[src/rtl/serial_pkg.sv]
// Shared types and sizing helpers for the serial link (TX serialiser / RX deserialiser).
package serial_pkg;

    typedef enum logic [0:0] {
        IDLE = 1'b0,
        SEND = 1'b1
    } tx_state_e;

    // Number of LANES-wide beats needed to carry frame_w bits.
    function automatic int beats(input int frame_w, input int lanes);
        return (frame_w + lanes - 1) / lanes;
    endfunction

    // Beat counter width able to hold every value 0..n inclusive.
    function automatic int beat_cnt_w(input int n);
        return (n < 1) ? 1 : $clog2(n + 1);
    endfunction

endpackage

[src/rtl/serial_deser.sv]
// serial_deser: RX side of the serial link. Collects MSB-first beats into a frame,
// optionally checks a trailing lane-wise even-parity beat, and holds the last good frame.
module serial_deser
    import serial_pkg::*;
#(
    parameter int PKT_W  = 42,
    parameter int PAD_W  = 4,
    parameter int LANES  = 1,
    parameter int PAR_EN = 0
) (
    input  logic             clk,
    input  logic             rst,
    input  logic             ser_valid_i,
    input  logic             ser_sof_i,
    input  logic [LANES-1:0] ser_data_i,
    input  logic             flush,
    output logic             receiver_valid,
    output logic [PAD_W-1:0] receiver_padding,
    output logic [PKT_W-1:0] receiver_packet,
    output logic             rx_err
);

    localparam int FRAME_W   = PAD_W + PKT_W;
    localparam int BEATS     = beats(FRAME_W, LANES);
    localparam int PADDED_W  = BEATS * LANES;
    localparam int TOT_BEATS = BEATS + ((PAR_EN != 0) ? 1 : 0);
    localparam int CNT_W     = beat_cnt_w(TOT_BEATS);
    localparam logic [CNT_W-1:0] LAST_DATA = CNT_W'(BEATS - 1);
    localparam logic [CNT_W-1:0] PAR_BEAT  = CNT_W'(BEATS);

    // Lane-wise even-parity accumulation of one beat.
    function automatic logic [LANES-1:0] par_fold(input logic [LANES-1:0] acc,
                                                  input logic [LANES-1:0] beat);
        return acc ^ beat;
    endfunction

    logic                active_r;
    logic [CNT_W-1:0]    cnt_r;
    logic [PADDED_W-1:0] shift_r;
    logic [LANES-1:0]    par_r;
    logic                valid_r;
    logic [FRAME_W-1:0]  held_r;
    logic                err_r;

    logic                beat_ok_s;
    logic [CNT_W-1:0]    idx_s;
    logic [PADDED_W-1:0] shift_in_s;
    logic [PADDED_W-1:0] shift_acc_s;
    logic [LANES-1:0]    par_acc_s;
    logic                par_beat_s;
    logic                data_last_s;

    // Classify the incoming beat: an SOF restarts at index 0, otherwise continue the frame.
    always_comb begin
        beat_ok_s  = ser_valid_i && (ser_sof_i || active_r);
        shift_in_s = '0;
        shift_in_s[LANES-1:0] = ser_data_i;
        if (ser_sof_i) begin
            idx_s       = '0;
            shift_acc_s = shift_in_s;
            par_acc_s   = ser_data_i;
        end else begin
            idx_s       = cnt_r;
            shift_acc_s = (shift_r << LANES) | shift_in_s;
            par_acc_s   = par_fold(par_r, ser_data_i);
        end
        par_beat_s  = (PAR_EN != 0) && (idx_s == PAR_BEAT);
        data_last_s = (PAR_EN == 0) && (idx_s == LAST_DATA);
    end

    // Frame assembly, held-frame update and error pulse; flush overrides a completing frame.
    always_ff @(posedge clk or posedge rst) begin
        if (rst) begin
            active_r <= 1'b0;
            cnt_r    <= '0;
            shift_r  <= '0;
            par_r    <= '0;
            valid_r  <= 1'b0;
            held_r   <= '0;
            err_r    <= 1'b0;
        end else begin
            err_r <= 1'b0;
            if (flush) begin
                active_r <= 1'b0;
                cnt_r    <= '0;
                valid_r  <= 1'b0;
                held_r   <= '0;
            end else if (!beat_ok_s) begin
                // No beat, a gap mid-frame, or stray beats before any SOF: nothing in progress.
                active_r <= 1'b0;
                cnt_r    <= '0;
            end else if (par_beat_s) begin
                active_r <= 1'b0;
                cnt_r    <= '0;
                if (par_r == ser_data_i) begin
                    valid_r <= 1'b1;
                    held_r  <= shift_r[PADDED_W-1 -: FRAME_W];
                end else begin
                    err_r <= 1'b1;
                end
            end else if (data_last_s) begin
                active_r <= 1'b0;
                cnt_r    <= '0;
                valid_r  <= 1'b1;
                held_r   <= shift_acc_s[PADDED_W-1 -: FRAME_W];
            end else begin
                active_r <= 1'b1;
                cnt_r    <= idx_s + CNT_W'(1'b1);
                shift_r  <= shift_acc_s;
                par_r    <= par_acc_s;
            end
        end
    end

    assign receiver_valid   = valid_r;
    assign receiver_padding = held_r[FRAME_W-1 -: PAD_W];
    assign receiver_packet  = held_r[PKT_W-1:0];
    assign rx_err           = err_r;

endmodule

[src/rtl/serial_link.sv]
// serial_link: TX serialiser plus RX deserialiser (serial_deser) on one clock.
// Frame = {padding, packet}, sent MSB first, last beat MSB-aligned and zero-filled.
// Build option SERIAL_LINK_PARITY_EN: TX appends a lane-wise even-parity beat and RX checks it.
module serial_link
    import serial_pkg::*;
#(
    parameter int PKT_W = 42,
    parameter int PAD_W = 4,
    parameter int LANES = 1
) (
    input  logic             clk,
    input  logic             rst,
    input  logic [PAD_W-1:0] sender_padding,
    input  logic [PKT_W-1:0] sender_packet,
    input  logic             sender_enable,
    output logic             sender_ack,
    output logic             ser_valid_o,
    output logic             ser_sof_o,
    output logic [LANES-1:0] ser_data_o,
    input  logic             ser_valid_i,
    input  logic             ser_sof_i,
    input  logic [LANES-1:0] ser_data_i,
    input  logic             flush,
    output logic             receiver_valid,
    output logic [PAD_W-1:0] receiver_padding,
    output logic [PKT_W-1:0] receiver_packet,
    output logic             rx_err
);

    localparam int FRAME_W  = PAD_W + PKT_W;
    localparam int BEATS    = beats(FRAME_W, LANES);
    localparam int PADDED_W = BEATS * LANES;
`ifdef SERIAL_LINK_PARITY_EN
    localparam int PAR_BEATS = 1;
`else
    localparam int PAR_BEATS = 0;
`endif
    localparam int TOT_BEATS = BEATS + PAR_BEATS;
    localparam int CNT_W     = beat_cnt_w(TOT_BEATS);
    localparam logic [CNT_W-1:0] LAST_BEAT = CNT_W'(TOT_BEATS - 1);
    localparam logic [CNT_W-1:0] PAR_BEAT  = CNT_W'(BEATS);

    // Lane-wise even-parity accumulation of one beat.
    function automatic logic [LANES-1:0] par_fold(input logic [LANES-1:0] acc,
                                                  input logic [LANES-1:0] beat);
        return acc ^ beat;
    endfunction

    tx_state_e           state_r, state_nx_s;
    logic [CNT_W-1:0]    cnt_r, cnt_nx_s;
    logic [PADDED_W-1:0] shift_r, shift_nx_s, frame_s;
    logic [LANES-1:0]    par_r, par_nx_s;
    logic [LANES-1:0]    data_r, data_nx_s;
    logic                ack_r, ack_nx_s;
    logic                valid_r, valid_nx_s;
    logic                sof_r, sof_nx_s;

    // MSB-align the frame into the padded beat grid; trailing bits are zero.
    always_comb begin
        frame_s = '0;
        frame_s[PADDED_W-1 -: FRAME_W] = {sender_padding, sender_packet};
    end

    // TX next state and next registered outputs. The state returns to IDLE while the
    // last beat is on the wire so a held enable starts the next frame with no gap.
    always_comb begin
        state_nx_s = state_r;
        cnt_nx_s   = cnt_r;
        shift_nx_s = shift_r;
        par_nx_s   = par_r;
        ack_nx_s   = 1'b0;
        valid_nx_s = 1'b0;
        sof_nx_s   = 1'b0;
        data_nx_s  = '0;
        case (state_r)
            IDLE: begin
                if (sender_enable) begin
                    ack_nx_s   = 1'b1;
                    valid_nx_s = 1'b1;
                    sof_nx_s   = 1'b1;
                    data_nx_s  = frame_s[PADDED_W-1 -: LANES];
                    par_nx_s   = frame_s[PADDED_W-1 -: LANES];
                    shift_nx_s = frame_s << LANES;
                    cnt_nx_s   = CNT_W'(1'b1);
                    if (LAST_BEAT == '0) begin
                        state_nx_s = IDLE;
                    end else begin
                        state_nx_s = SEND;
                    end
                end else begin
                    cnt_nx_s = '0;
                end
            end
            SEND: begin
                valid_nx_s = 1'b1;
                cnt_nx_s   = cnt_r + CNT_W'(1'b1);
                if ((PAR_BEATS != 0) && (cnt_r == PAR_BEAT)) begin
                    data_nx_s = par_r;
                end else begin
                    data_nx_s  = shift_r[PADDED_W-1 -: LANES];
                    par_nx_s   = par_fold(par_r, shift_r[PADDED_W-1 -: LANES]);
                    shift_nx_s = shift_r << LANES;
                end
                if (cnt_r == LAST_BEAT) begin
                    state_nx_s = IDLE;
                end else begin
                    state_nx_s = SEND;
                end
            end
            default: begin
                state_nx_s = IDLE;
            end
        endcase
    end

    // TX state register, beat shifter and registered serial outputs.
    always_ff @(posedge clk or posedge rst) begin
        if (rst) begin
            state_r <= IDLE;
            cnt_r   <= '0;
            shift_r <= '0;
            par_r   <= '0;
            data_r  <= '0;
            ack_r   <= 1'b0;
            valid_r <= 1'b0;
            sof_r   <= 1'b0;
        end else begin
            state_r <= state_nx_s;
            cnt_r   <= cnt_nx_s;
            shift_r <= shift_nx_s;
            par_r   <= par_nx_s;
            data_r  <= data_nx_s;
            ack_r   <= ack_nx_s;
            valid_r <= valid_nx_s;
            sof_r   <= sof_nx_s;
        end
    end

    assign sender_ack  = ack_r;
    assign ser_valid_o = valid_r;
    assign ser_sof_o   = sof_r;
    assign ser_data_o  = data_r;

    serial_deser #(
        .PKT_W  (PKT_W),
        .PAD_W  (PAD_W),
        .LANES  (LANES),
        .PAR_EN (PAR_BEATS)
    ) u_deser (
        .clk              (clk),
        .rst              (rst),
        .ser_valid_i      (ser_valid_i),
        .ser_sof_i        (ser_sof_i),
        .ser_data_i       (ser_data_i),
        .flush            (flush),
        .receiver_valid   (receiver_valid),
        .receiver_padding (receiver_padding),
        .receiver_packet  (receiver_packet),
        .rx_err           (rx_err)
    );

endmodule

[config.mk]
export PLATFORM = sky130hd
export DESIGN_NAME = serial_link
export DESIGN_NICKNAME = d
export VERILOG_FILES = /design/src/rtl/serial_pkg.sv /design/src/rtl/serial_deser.sv /design/src/rtl/serial_link.sv
export SDC_FILE = /design/constraint.sdc
export NUM_CORES = 1
export LEC_CHECK = 0
export CORE_ASPECT_RATIO = 0.8
export CORE_UTILIZATION = 37
export DETAILED_ROUTE_END_ITERATION = 8
export HOLD_SLACK_MARGIN = 0.1
export SETUP_SLACK_MARGIN = 0.2
export SYNTH_ARGS = -nofsm -noshare
export SYNTH_HDL_FRONTEND = slang
export SYNTH_SLANG_ARGS = --single-unit
[constraint.sdc]
create_clock -name clk -period 6.35 [get_ports clk]
set_clock_uncertainty 0.1 [all_clocks]
set_input_delay 0.635 -clock clk [delete_from_list [all_inputs] [get_ports clk]]
set_output_delay 0.635 -clock clk [all_outputs]
set_load 0.02 [all_outputs]
# Yosys cells after proc, flatten, opt, wreduce, memory -nomap -nowiden
# Cells that the tools add are included.
op_classes:
  reduce_logical: 6
  muxes: 25
  add_sub_neg: 2
  bitwise: 4
  n_eq_ne: 3
op_table:
  columns: ["cell", "count"]
  rows:
  - ["2-to-1 mux 46 bit", 5]
  - ["case mux 46 bit (2 select lines)", 1]
  - ["bitwise OR 46 x 1 -> 46 bit", 1]
  - ["2-to-1 mux 6 bit", 4]
  - ["adder 6 x 1 -> 6 bit, second input constant", 2]
  - ["equality test 6 bit, second input constant", 2]
  - ["case mux 6 bit (2 select lines)", 1]
  - ["2-to-1 mux 1 bit", 11]
  - ["case mux 1 bit (2 select lines)", 3]
  - ["nonzero test 2 bit", 2]
  - ["inverter 1 bit", 3]
  - ["AND reduction 3 bit", 1]
  - ["inequality test 2 bit, second input constant", 1]
  - ["AND reduction 2 bit", 1]
  - ["logical AND 1 bit", 1]
  - ["logical OR 1 bit", 1]
word_totals:
  word_cells: 51
  in_bits: 53
  ff_bits: 155
  out_inout_bits: 52

# Logic depth before layout (Yosys ltp)
logic_depth:
  ltp_word: 5
  mapped_depth: 9
  mapped_depth_nobuf: 6

# Hierarchy
# A second synthesis with hierarchy kept.
hier_totals:
  cells_unflattened: 630
  area_unflattened_um2: 7073.0
modules_own_cells:
  columns: ["module", "cells_per_inst", "seq_area_each_um2", "area_per_inst_um2", "n_inst"]
  rows:
  - ["serial_deser", 398, 2477.4, 4589.4, 1]
  - ["serial_link", 232, 1376.3, 2483.6, 1]

# Worst setup path before layout
# OpenSTA, ideal clock, no wires.
synth_timing:
  kind: "input to register"
  start: "input ser_sof_i"
  end: "register u_deser.shift_r[10]"
  path_buffers: 3
  arrival_ns: 2.309
  setup_slack_ns: 3.816
  required_time_ns: 6.125
  stages: 9
  setup_ns: 0.125
  path_cell_list: "buf_6 -> clkbuf_1 -> nand2b_1 -> ha_1 -> nand4bb_4 -> o221ai_4 -> inv_6 -> buf_6 -> mux2_4"
synth_via:
  elab_chain_cells: 4
  elab_cells_between_ends: 7
  classes_between: "1 x eq/ne; 2 x mux; 1 x bitwise; 3 x reduce/logical"
synth_rtl:
  columns: ["element", "line_no", "rtl"]
  rows:
  - ["start: declaration", "serial_link.sv:21", "input logic ser_sof_i,"]
  - ["2-to-1 mux 6 bit", "serial_deser.sv:58", "if (ser_sof_i) begin"]
  - ["equality test 6 bit", "serial_deser.sv:68", "data_last_s = (PAR_EN == 0) && (idx_s == LAST_DATA);"]
  - ["inverter 1 bit (no line)", null, null]
  - ["AND reduction 3 bit (no line)", null, null]
  - ["end signal: assignment", "serial_deser.sv:109", "shift_r <= shift_acc_s;"]
  - ["end: declaration", "serial_deser.sv:39", "logic [PADDED_W-1:0] shift_r;"]
# Several ways; a longest one is shown, not always the timed one.
# A chain may end at the register's enable or synchronous reset.

# Worst setup path in the final report
layout_timing:
  start: "input ser_sof_i"
  end: "register u_deser.shift_r[2]"
# Same word-level chain as after synthesis.

==> results.json <==
{
  "outcome": "complete, no violations",
  "route.vias.total": 4792,
  "path_max_fanout": 54,
  "ys_seq_elements": 154,
  "rsz0062_at_grt": "false",
  "p_leak_nw": 3.77,
  "worst_pin_slew_ps": 1020,
  "crit_chain": "buf_2 -> nand2b_1 -> ha_1 -> nand4bb_4 -> o221ai_4 -> inv_6 -> mux2_4",
  "diodes": 0,
  "syn_to_final_growth_pct": 24.5,
  "critPathLaunchType": "primary input",
  "overflow": 0,
  "timing.fmax_mhz": 289,
  "dp_hpwl_mm": 9.05,
  "hold_path_class": "flop to flop",
  "cts_hold_buf": 0,
  "portBuffers": 103,
  "syn_area_sq_um": 6970,
  "placed_area_sq_um": 8120,
  "die_w_microns": 155,
  "crit_path_end_kind": "flop",
  "clock_tree.buffer_depth": 2,
  "slew_headroom_pct": 32.1,
  "antenna_found_initial": 0,
  "ys_warn_count": 0,
  "rr_worst_depth": 6,
  "tns_ps": 0,
  "r2r-end": "u_deser.shift_r[2]$_DFFE_PP0P_",
  "grt_use_total_pct": 16.6,
  "cp.arrival_ps": 3660,
  "synth_top_area_cell": "dfrtp_1",
  "fp.dieArea_sq_um": 19400,
  "drc": 0,
  "grt_pass1_vias": 4947,
  "wl_mm": 14.8,
  "root_buffer": "clkbuf_16",
  "yosysSeqAreaShare_pct": 55.3,
  "die_height_microns": 125,
  "max_cap_viol_count": 0,
  "whs_ps": 381,
  "min_from": "shift_r[19]$_DFFE_PP0P_",
  "min_delay_worst_endpoint": "shift_r[20]$_DFFE_PP0P_",
  "drt-pass1-iter-count": 4,
  "numCtsBuffers": 17,
  "setup_viol": 0,
  "ctsHtreeMaxLevel": 4,
  "cts_tree": "done",
  "synth_flop_cell": "dfrtp_1",
  "r2r_slack_ps": 3470,
  "worstSetupPathType": "primary input to flop",
  "wl_per_cell_microns": 15.4,
  "async_flop_share_pct": 100,
  "slew_viol_final": 0,
  "syn_avg_cell_area_sq_um": 11.2,
  "clock_sinks": 154,
  "io_pins": 105,
  "std_cell_rows": 44,
  "design_area_sq_um": 8680,
  "drive_gt1_share_pct": 13.1,
  "clock_latency_ps": 420,
  "num-fill-cells": 1679,
  "r2r_start": "u_deser.cnt_r[0]$_DFF_PP0_",
  "fin_nets": 755,
  "fin_crit_sh_pct": 54.5,
  "synth_top_cell_area_share_pct": 55.3,
  "min_period_ps": 3460,
  "clk_pin_slew_ps": 60,
  "drtIter0Drc": 269,
  "worst_ir_drop_vdd_uv": 167,
  "whs_path_depth": 2,
  "synth_cell_types": 37,
  "place_congestion": 0.763,
  "p_per_area_nw_per_um2": 283,
  "coreArea_sq_um": 18300,
  "grt_pass1_wl_mm": 25.6,
  "synth_edf_count": 0,
  "antenna_left": 0,
  "grt_max_degree": 90,
  "postCtsSetupBuffers": 0,
  "required_ps": 6550,
  "critPathSlowestCell": "buf_2",
  "via_per_inst": 4.97,
  "cts-resized-gates": 0,
  "synthTopCellsByArea": "dfrtp_1 55%, mux2_4 8.4%, o21ai_0 6.6%, mux2i_1 6.5%, nor2b_1 4.4%",
  "hold_violations": 0,
  "netlist_instances": 623,
  "slowest_delay_ps": 760,
  "syn-num-nets": 680,
  "initial_utilization_pct": 38.2
}
layout by cell type (no fill, tap or decap), drive strengths merged:
cell	instances
xnor2	3
nor2	5
clkdlybuf4s50	100
a211oi	1
inv	12
nand3	50
dfrtp	154
nor4bb	1
nand2b	1
o31a	1
conb	1
xor2	3
nor2b	49
mux2	45
and2	3
a22o	1
or3	2
clkbuf	17
nor3	2
nand2	46
o21ai	92
nand4bb	1
and4	1
nand4b	1
clkinvlp	3
bufinv	1
a21oi	47
or2	1
o221ai	1
a21boi	1
buf	8
mux2i	45
nand4	2
a21o	1
ha	4
clkinv	5
worst max-delay path: cells and delay by family:
kind	cells	cell delay (ps)
multiplexers	1	370
AND/OR/NAND/NOR	2	800
AO/OA/AOI/OAI	1	550
adder cells (fa/ha/maj)	1	230
buffers and inverters	2	1050
cell type report:
type | instances | area (sq um) | share of cell area [%]
well taps | 253 | 317 | 3.65
clock buffers | 17 | 425 | 4.90
multi-input cells | 411 | 2860 | 32.9
flip-flops and latches | 154 | 3850 | 44.4
clock inverters | 15 | 141 | 1.63
repair buffers | 108 | 1050 | 12.1
inverters | 6 | 32.5 | 0.375
cell families after synthesis:
group                    count (synthesis)  share of synthesized area (%)
other                                    1                         0.0538
buffers and inverters                   58                           4.00
XOR/XNOR                                 6                          0.754
adder cells (fa/ha/maj)                  4                          0.718
AND/OR/NAND/NOR                        165                           12.5
flip-flops                             154                           55.3
multiplexers                            90                           15.8
AO/OA/AOI/OAI                          145                           10.9
worst max-delay path by stage:
stage | startpoint | endpoint | slack, ps
global route | ser_sof_i | u_deser.shift_r[2]$_DFFE_PP0P_ | 2660
floorplan | rst | cnt_r[0]$_DFF_PP0_ | 1470
finish | ser_sof_i | u_deser.shift_r[2]$_DFFE_PP0P_ | 2890
CTS | ser_sof_i | u_deser.shift_r[27]$_DFFE_PP0P_ | 2880
detailed placement | ser_sof_i | u_deser.shift_r[30]$_DFFE_PP0P_ | 2440
global placement | ser_sof_i | u_deser.shift_r[6]$_DFFE_PP0P_ | 2610
report_power, final:
group / switching [mW] / total (mW) / internal (mW)
Clock: 0.437 / 0.984 / 0.547
Sequential: 0.0753 / 1.18 / 1.10
Combinational: 0.149 / 0.296 / 0.147
Total: 0.661 / 2.46 / 1.80
per-stage QoR:
| step | power (mW) | worst slack (ps) | utilization (%) | std cells |
|---|---|---|---|---|
| after floorplan | 1.40 | 1470 | - | 623 |
| after global placement | 1.48 | 2610 | 44.4 | 932 |
| after detailed placement | 1.50 | 2440 | 44.4 | 932 |
| after CTS | 2.49 | 2880 | 47.5 | 964 |
| after global routing | 2.60 | 2660 | 47.5 | 964 |
| final | 2.46 | 2890 | 47.5 | 964 |
Yosys cell counts, drive strengths merged (2+ instances only):
cell type    n
nand3       50
nor2b       49
nor3         2
ha           4
nand4        2
nand2       46
or3          2
mux2i       45
xnor2        3
buf         17
dfrtp      154
nor2         5
clkbuf      35
a21oi       47
inv          6
o21ai       92
mux2        45
and2         3
xor2         3
state kept, by name, indices dropped and copies added, names as in the netlist:
signal                  count
cnt_r                       6
ser_data_o                  1
ser_sof_o                   1
ser_valid_o                 1
shift_r                    45
state_r                     1
u_deser.active_r            1
u_deser.cnt_r               6
u_deser.held_r             46
u_deser.receiver_valid      1
u_deser.shift_r            45
metal layers:
metal,vias up,share of wire [%],track usage [%]
li1,2309,-,-
met1,2392,50,22.9
met2,74,46,25.5
met3,17,3.2,3.79
met4,0,1.3,5.71
met5,-,0,0
Note: power is estimated with default switching activity, not from simulation.
